### src/rtl/mprj_pad_ctrl.sv
// User-project pad controller: per-pad shadow configuration, serial chain loader and
// staged pad-enable release after power-good. Define MPRJ_PAD_READBACK_EN to add a shadow readback port.
module mprj_pad_ctrl #(
  parameter int unsigned         NUM_PADS    = 38,
  parameter int unsigned         CFG_BITS    = 13,
  parameter logic [CFG_BITS-1:0] CFG_DEFAULT = CFG_BITS'(13'h0403),
  parameter int unsigned         GROUP_SIZE  = 8,
  parameter int unsigned         RELEASE_GAP = 16
) (
  input  logic                        clock,
  input  logic                        resetb,
  input  logic                        porb,
  input  logic                        cfg_wr_valid,
  output logic                        cfg_wr_ready,
  input  logic [$clog2(NUM_PADS)-1:0] cfg_wr_idx,
  input  logic [CFG_BITS-1:0]         cfg_wr_data,
  input  logic                        apply,
  output logic                        busy,
  output logic                        done,
  output logic                        serial_clock,
  output logic                        serial_data,
  output logic                        serial_load,
`ifdef MPRJ_PAD_READBACK_EN
  input  logic [$clog2(NUM_PADS)-1:0] cfg_rd_idx,
  output logic [CFG_BITS-1:0]         cfg_rd_data,
`endif
  output logic [NUM_PADS-1:0]         pad_enh
);

  localparam int unsigned IDX_W      = $clog2(NUM_PADS);
  localparam int unsigned BIT_W      = (CFG_BITS > 1) ? $clog2(CFG_BITS) : 1;
  localparam int unsigned NUM_GROUPS = (NUM_PADS + GROUP_SIZE - 1) / GROUP_SIZE;
  localparam int unsigned GRP_W      = $clog2(NUM_GROUPS + 1);
  localparam int unsigned GAP_W      = (RELEASE_GAP > 1) ? $clog2(RELEASE_GAP) : 1;

  typedef enum logic [2:0] {IDLE, SHIFT_LO, SHIFT_HI, LOAD, DONE} state_t;

  state_t               state_q, state_d;
  logic [IDX_W-1:0]     pad_q, pad_d;
  logic [BIT_W-1:0]     bit_q, bit_d;
  logic                 load_cnt_q, load_cnt_d;
  logic                 serial_data_d;
  logic                 wr_en;
  logic [CFG_BITS-1:0]  shadow_q [NUM_PADS];
  logic [CFG_BITS-1:0]  shadow_d [NUM_PADS];

  logic                 porb_m, porb_s;
  logic [GRP_W-1:0]     grp_q;
  logic [GAP_W-1:0]     gap_q;
  logic [NUM_PADS-1:0]  grp_mask;

  assign wr_en = cfg_wr_valid && cfg_wr_ready && (32'(cfg_wr_idx) < NUM_PADS);

  // Post-write shadow view so a write landing with apply feeds the first shifted bit
  always_comb begin
    shadow_d = shadow_q;
    if (wr_en) shadow_d[cfg_wr_idx] = cfg_wr_data;
  end

  always_ff @(posedge clock or negedge resetb) begin
    if (!resetb) begin
      for (int unsigned i = 0; i < NUM_PADS; i++) shadow_q[i] <= CFG_DEFAULT;
    end else begin
      shadow_q <= shadow_d;
    end
  end

  // Serial chain sequencer: walks pad NUM_PADS-1 MSB down to pad 0 LSB
  always_comb begin
    state_d       = state_q;
    pad_d         = pad_q;
    bit_d         = bit_q;
    load_cnt_d    = 1'b0;
    serial_data_d = 1'b0;
    unique case (state_q)
      IDLE: begin
        pad_d = IDX_W'(NUM_PADS - 1);
        bit_d = BIT_W'(CFG_BITS - 1);
        if (apply) state_d = SHIFT_LO;
      end
      SHIFT_LO: state_d = SHIFT_HI;
      SHIFT_HI: begin
        if (pad_q == '0 && bit_q == '0) begin
          state_d = LOAD;
        end else begin
          state_d = SHIFT_LO;
          if (bit_q == '0) begin
            bit_d = BIT_W'(CFG_BITS - 1);
            pad_d = pad_q - IDX_W'(1);
          end else begin
            bit_d = bit_q - BIT_W'(1);
          end
        end
      end
      LOAD: begin
        load_cnt_d = 1'b1;
        if (load_cnt_q) begin
          state_d    = DONE;
          load_cnt_d = 1'b0;
        end
      end
      DONE:    state_d = IDLE;
      default: state_d = IDLE;
    endcase
    if (state_d == SHIFT_LO)      serial_data_d = shadow_d[pad_d][bit_d];
    else if (state_d == SHIFT_HI) serial_data_d = serial_data;
  end

  always_ff @(posedge clock or negedge resetb) begin
    if (!resetb) begin
      state_q      <= IDLE;
      pad_q        <= '0;
      bit_q        <= '0;
      load_cnt_q   <= 1'b0;
      busy         <= 1'b0;
      done         <= 1'b0;
      serial_clock <= 1'b0;
      serial_data  <= 1'b0;
      serial_load  <= 1'b0;
      cfg_wr_ready <= 1'b1;
    end else begin
      state_q      <= state_d;
      pad_q        <= pad_d;
      bit_q        <= bit_d;
      load_cnt_q   <= load_cnt_d;
      busy         <= (state_d != IDLE);
      done         <= (state_d == DONE);
      serial_clock <= (state_d == SHIFT_HI);
      serial_data  <= serial_data_d;
      serial_load  <= (state_d == LOAD);
      cfg_wr_ready <= (state_d == IDLE);
    end
  end

  always_comb begin
    grp_mask = '0;
    for (int unsigned i = 0; i < NUM_PADS; i++) grp_mask[i] = ((i / GROUP_SIZE) == 32'(grp_q));
  end

  // Staged enable release: group 0 immediately after porb_s goes high, then one group per gap
  always_ff @(posedge clock or negedge resetb) begin
    if (!resetb) begin
      porb_m  <= 1'b0;
      porb_s  <= 1'b0;
      grp_q   <= '0;
      gap_q   <= '0;
      pad_enh <= '0;
    end else begin
      porb_m <= porb;
      porb_s <= porb_m;
      if (!porb_s) begin
        pad_enh <= '0;
        grp_q   <= '0;
        gap_q   <= '0;
      end else if (32'(grp_q) < NUM_GROUPS) begin
        if (grp_q == '0 || 32'(gap_q) == RELEASE_GAP - 1) begin
          pad_enh <= pad_enh | grp_mask;
          grp_q   <= grp_q + GRP_W'(1);
          gap_q   <= '0;
        end else begin
          gap_q <= gap_q + GAP_W'(1);
        end
      end
    end
  end

`ifdef MPRJ_PAD_READBACK_EN
  always_ff @(posedge clock or negedge resetb) begin
    if (!resetb)                           cfg_rd_data <= '0;
    else if (32'(cfg_rd_idx) < NUM_PADS)   cfg_rd_data <= shadow_q[cfg_rd_idx];
    else                                   cfg_rd_data <= '0;
  end
`endif

endmodule
### config.mk
export PLATFORM = sky130hd
export DESIGN_NAME = mprj_pad_ctrl
export DESIGN_NICKNAME = d
export VERILOG_FILES = /design/src/rtl/mprj_pad_ctrl.sv
export SDC_FILE = /design/constraint.sdc
export NUM_CORES = 1
export LEC_CHECK = 0
export BUFFER_PORTS_ARGS = -buffer_cell sky130_fd_sc_hd__buf_2
export CAP_MARGIN = 0
export CORE_ASPECT_RATIO = 1.1
export CORE_MARGIN = 2
export CORE_UTILIZATION = 40
export DETAILED_ROUTE_END_ITERATION = 6
export MAX_ROUTING_LAYER = met4
export SLEW_MARGIN = 20
export SYNTH_ARGS = -nofsm -noshare
export SYNTH_HDL_FRONTEND = slang
export SYNTH_SLANG_ARGS = --single-unit
### constraint.sdc
create_clock -name clock -period 9.8 [get_ports clock]
set_clock_uncertainty 0.05 [all_clocks]
set_input_delay 0.49 -clock clock [delete_from_list [all_inputs] [get_ports clock]]
set_output_delay 0.49 -clock clock [all_outputs]
set_load 0.02 [all_outputs]
# [Yosys cells after proc, flatten, opt, wreduce, memory -nomap -nowiden]
# Index checks and enable logic that the tools add are counted.
[word_totals] regBits=561 word_cells=125 output_inout_bits=44 input_bits=24
[op_classes] n_reduce_logical=12 addsub=4 n_eq_ne=15 magnitude_cmp=6 bitwise_logic=3 muxes=32
[ops] op="494-bit bitwise mux" count=1
[ops] op="494-bit 2-to-1 mux" count=1
[ops] op="38-bit 2-to-1 mux" count=3
[ops] op="13-bit binary-select mux with 6-bit select" count=1
[ops] op="13-bit demux with 6-bit select" count=1
[ops] op="13-bit 2-to-1 mux" count=3
[ops] op="38-bit bitwise OR" count=1
[ops] op="4-bit 2-to-1 mux" count=5
[ops] op="3-bit 2-to-1 mux" count=5
[ops] op="7-bit greater-or-equal comparator (second input constant)" count=2
[ops] op="6-bit inverter with 7-bit output" count=2
[ops] op="3-bit by 2-bit equality test with 1-bit output (second input constant)" count=4
[ops] op="6-bit 2-to-1 mux" count=2
[ops] op="3-bit one-hot mux with 4 select lines" count=1
[ops] op="6-bit one-hot mux with 2 select lines" count=1
[ops] op="3-bit logical NOT" count=3
[ops] op="4-bit one-hot mux with 2 select lines" count=1
[ops] op="7-bit by 1-bit < comparator with 1-bit output (second input constant)" count=1
[ops] op="2-bit by 3-bit equality test with 1-bit output (first input constant)" count=2
[ops] op="3-bit by 1-bit equality test with 1-bit output (second input constant)" count=2
[ops] op="6-bit logical NOT" count=1
[ops] op="6-bit < comparator (second input constant)" count=1
[ops] op="6-bit by 1-bit subtractor with 6-bit output (second input constant)" count=1
[ops] op="4-bit by 5-bit < comparator with 1-bit output (second input constant)" count=1
[ops] op="18 further kinds" count=26

# [Depth between registers and ports, before layout]
[depth] depth_word=13 depth_mapped=20 depth_no_buf=14

# [Worst setup path after synthesis]
# Ideal clock, no wire load.
[synth_path] kind="register to register" from="reg pad_q[0]" to="reg serial_data" required_time_ns=9.627 arrival_ns=3.520 setup_time_ns=0.123 setup_slack_ns=6.107 synth_period_minus_slack_ns=3.693 n_path_buf=3 stages_incl_launch_ff=18 cell_sequence="dfrtp_1 inv_1 ha_1 nor3b_4 a211oi_2 or3_1 buf_4 nand2_4 inv_4 buf_6 buf_6 or3_1 o311ai_1 a21oi_2 o311a_1 a211oi_1 o22ai_1 o221a_1"
[synth_via] elab_chain_cells=11 word_cells_on_any_way=20 cone_classes="add/sub (1); eq/ne (3); mux (13); bitwise (1); reduce/logical (2)"
[synth_lines] item="start, declared" line="39" text="logic [IDX_W-1:0] pad_q, pad_d;"
[synth_lines] item="start signal, assigned" line="123" text="pad_q <= pad_d;"
[synth_lines] item="6-bit by 1-bit subtractor with 6-bit output / 6-bit logical NOT (equally long branches)" line="89, 83"
[synth_lines] item="6-bit 2-to-1 mux / 1-bit logical AND (equally long branches)" line="87, 83"
[synth_lines] item="6-bit 2-to-1 mux" line="83" text="if (pad_q == '0 && bit_q == '0) begin"
[synth_lines] item="6-bit one-hot mux with 2 select lines" line="75" text="unique case (state_q)"
[synth_lines] item="6-bit inverter with 7-bit output (implied by the code)" line="105" text="if (state_d == SHIFT_LO) serial_data_d = shadow_d[pad_d][bit_d];"
[synth_lines] item="13-bit binary-select mux with 6-bit select" line="105"
[synth_lines] item="13-bit 2-to-1 mux (implied by the code) (2 in series)" line="105"
[synth_lines] item="1-bit binary-select mux with 4-bit select" line="105"
[synth_lines] item="1-bit 2-to-1 mux (implied by the code)" line="105"
[synth_lines] item="1-bit 2-to-1 mux" line="105"
[synth_lines] item="end signal, assigned" line="129" text="serial_data <= serial_data_d;"
[synth_lines] item="end, declared" line="21" text="output logic serial_data,"
# Parallel ways exist; a longest one is shown, timed or not. The select of a mux whose other input is x is not followed.
# A chain may end at the register's enable or synchronous reset.

# [Worst setup path after layout]
# Same ends and word-level chain as after synthesis.

==> out/summary.txt <==
Max Slew Vio Count = 0
Post-CTS Hold Buffers = 2
Sequential-to-total area share from yosys stat = 49.93%
Worst setup startpoint = pad_q[0]
Tot GR Track Use = 31.50%
Postcts setup bufs = 0
Multi-input gate area = 0.01290 sq mm
Initial drt markers = 3138
Initial antenna violation count = 5
FF-to-FF Start = pad_q[0]
Largest net degree at the start of global routing = 165
EDFF count, synth = 0
Port bufs = 67
Initial Util = 40.40%
Slowest-stage cell, CP = o311ai_1
CP Launch Type = flip-flop
Vias/cell = 6.452
Async set-reset flop share out of synthesis = 100.0%
Reg area = 0.01418 sq mm
Setup crit end kind = flip-flop
Delay-heaviest family, CP = compound AO/OA/AOI/OAI gates
P_leak = 13.55 nW
WL/cell = 28.79 um
Final period util = 61.37%
Fraction of layout cells with a size suffix above 1 = 18.32%
WP data required = 10250 ps
Peak Freq = 166.3 MHz
CTS Buffer Depth = 3
Final Hold Violating Endpoints = 0
Dominant synthesized flop cell = dfrtp_1
Root buffer selected by CTS = clkbuf_16
CTS tree = yes
Max incr delay on CP = 860 ps
Num rows = 102
Pwr dens = 219.6 mW/mm^2
RSZ-0062 raised after global routing = no
Outcome = finished, final reports clean
Crit path top cell by count = o22ai_1
CP Cell Sequence = inv_1, ha_1, nor3b_4, a211oi_2, or3_2, buf_4, nand2_4, inv_6, buf_12, o311ai_1, o22ai_1, o311a_1, a211oi_1, o22ai_1, o221a_1
Post-route ant nets = 0
Clk_lat worst skew = 610 ps
Hold Crit Class = in2reg
Cell area after synthesis = 0.02841 sq mm
CP max FO = 164
Syn avg cell area = 9.428 sq um
VDD IR max = 180.6 uV
Cells after Synth = 3013
Final nets = 2983
Die X = 258.1 um
Max Cap Viol = 0
Via count = 25426
IO Count = 68
CTS Sinks = 561
H-tree Lvls = 3
Yosys Warn Count = 0
Die footprint = 0.07316 sq mm
Post-CTS Resized = 0
Clock Pin Slew Worst Setup and Hold Paths = 60 ps
Final setup margin = 3786 ps
Flop-to-flop setup slack = 3790 ps
Bufs and invs on worst path = 4
Final RePlAce weighted congestion = 1.012
Slew @ Worst Pin = 1113 ps
Critical path arrival = 6460 ps
Setup Slack @ Placement = 3863 ps
Area Growth Syn to Fin = 11.61%
First-pass GRT wire length = 167800 um
Total negative slack = 0 ps
Number of global-route vias before repair = 24757
Die H = 283.5 um
GR Overflow Total = 0
DRT Pass-1 Iters = 6
Fin crit period = 6014 ps
Inserted Clock Buffers = 67
Count of cell types in the netlist = 94
Yosys reg bits = 561
Drt total wl = 113500 um
Worst setup path class = reg2reg
Synthesized net count = 3045
Drc violations = 0
Core Box Area = 0.07032 sq mm
Fill cells = 6751
Hold Startpoint = apply
Hold Slack = 261.1 ps
Slew HR = 25.20%
Dpl hpwl = 70740 um
Final setup viols = 0
power breakdown:
part	switching [mW]	total (mW)	internal, mW
Sequential	0.170	2.79	2.62
Clock	1.02	2.51	1.49
Combinational	1.12	1.66	0.546
cells in the final DEF, fill, tap and decap left out, types with 26 or more instances in the layout:
cell	netlist	routed
buf_4	7	89
mux2_2	131	131
inv_1	29	29
o221ai_1	42	42
or4_1	46	46
o211ai_1	36	36
nand2_1	468	467
dfrtp_1	446	446
mux2i_1	46	46
nand4_1	26	26
clkbuf_16	0	71
nor2_1	114	112
buf_2	64	66
nand3_1	66	65
a21oi_1	98	98
o21a_1	45	45
or3_1	45	44
nor3_1	73	67
dfstp_2	115	115
o21ai_0	457	457
o311ai_0	41	41
a211oi_1	26	26
a31oi_1	32	32
area by class of cell:
class                   count  share of cell area [%]
repair buffers            163                   3.548
diodes                      2                 0.01579
flip-flops and latches    561                   44.73
inverters                  36                  0.4420
clock inverters            20                  0.6670
multi-input cells        2122                   40.69
well taps                 936                   3.694
clock buffers             101                   6.212
final timing paths:
path,endpoint,depth (start not counted)
setup reg to reg,serial_data,15
setup / recovery,serial_data,15
min in group asynchronous,state_q[0],2
hold / removal,state_q[0],4
max in group asynchronous,shadow_q[81],4
hold reg to reg,porb_s,0
worst register-to-register path, stage by stage, from the launching register on:
cell and delay, ps:
dfrtp_1 470, inv_1 160, ha_1 220, nor3b_4 410, a211oi_2 180, or3_2 480
buf_4 260, nand2_4 460, inv_6 260, buf_12 330, o311ai_1 1140, o22ai_1 190
o311a_1 340, a211oi_1 510, o22ai_1 190, o221a_1 270
through the flow:
stage	instances	power [mW]	utilization (%)	instance area (sq um)
after floorplan	3013	3.824	-	28410
after global placement	3816	4.404	41.93	29480
after detailed placement	3816	4.440	41.93	29480
after CTS	3939	6.951	45.06	31680
after global routing	3940	7.226	45.08	31700
final	3941	6.961	45.09	31700
sequential cells by signal (all words and copies together), names as in the netlist, 3 cells and up:
name	cells
pad_enh	38
pad_q	6
grp_q	3
bit_q	4
gap_q	4
state_q	3
shadow_q	494
synth_stat cells, types with 36 or more instances:
master | number | share of area [%]
o311ai_0 | 41 | 1.3
or4_1 | 46 | 1.2
nor2_1 | 114 | 1.5
buf_2 | 64 | 1.1
nand2_1 | 468 | 6.2
a21oi_1 | 98 | 1.7
o21a_1 | 45 | 1.2
dfrtp_1 | 446 | 39
clkbuf_1 | 201 | 2.7
or3_1 | 45 | 0.99
nor3_1 | 73 | 1.3
mux2i_1 | 46 | 1.6
o211ai_1 | 36 | 0.95
o221ai_1 | 42 | 1.3
nand3_1 | 66 | 1.2
o21ai_0 | 457 | 8.1
mux2_2 | 131 | 5.2
dfstp_2 | 115 | 11
routing by layer:
| layer | global-route usage (%) | share of wire (%) | up-vias |
|---|---|---|---|
| li1 | - | - | 10965 |
| met1 | 40.95 | 41 | 12595 |
| met2 | 45.71 | 44 | 1478 |
| met3 | 6.252 | 9.0 | 388 |
| met4 | 18.18 | 6.5 | 0 |
| met5 | - | 0 | - |
logic make-up after synthesis:
group | synth area share (%)
buf+inv | 4.929
fa+ha+maj | 0.3524
compound gates | 22.53
mux | 6.814
xor+xnor | 0.03084
flops | 49.93
simple gates | 15.42
Note: power is estimated with default switching activity, not from simulation.
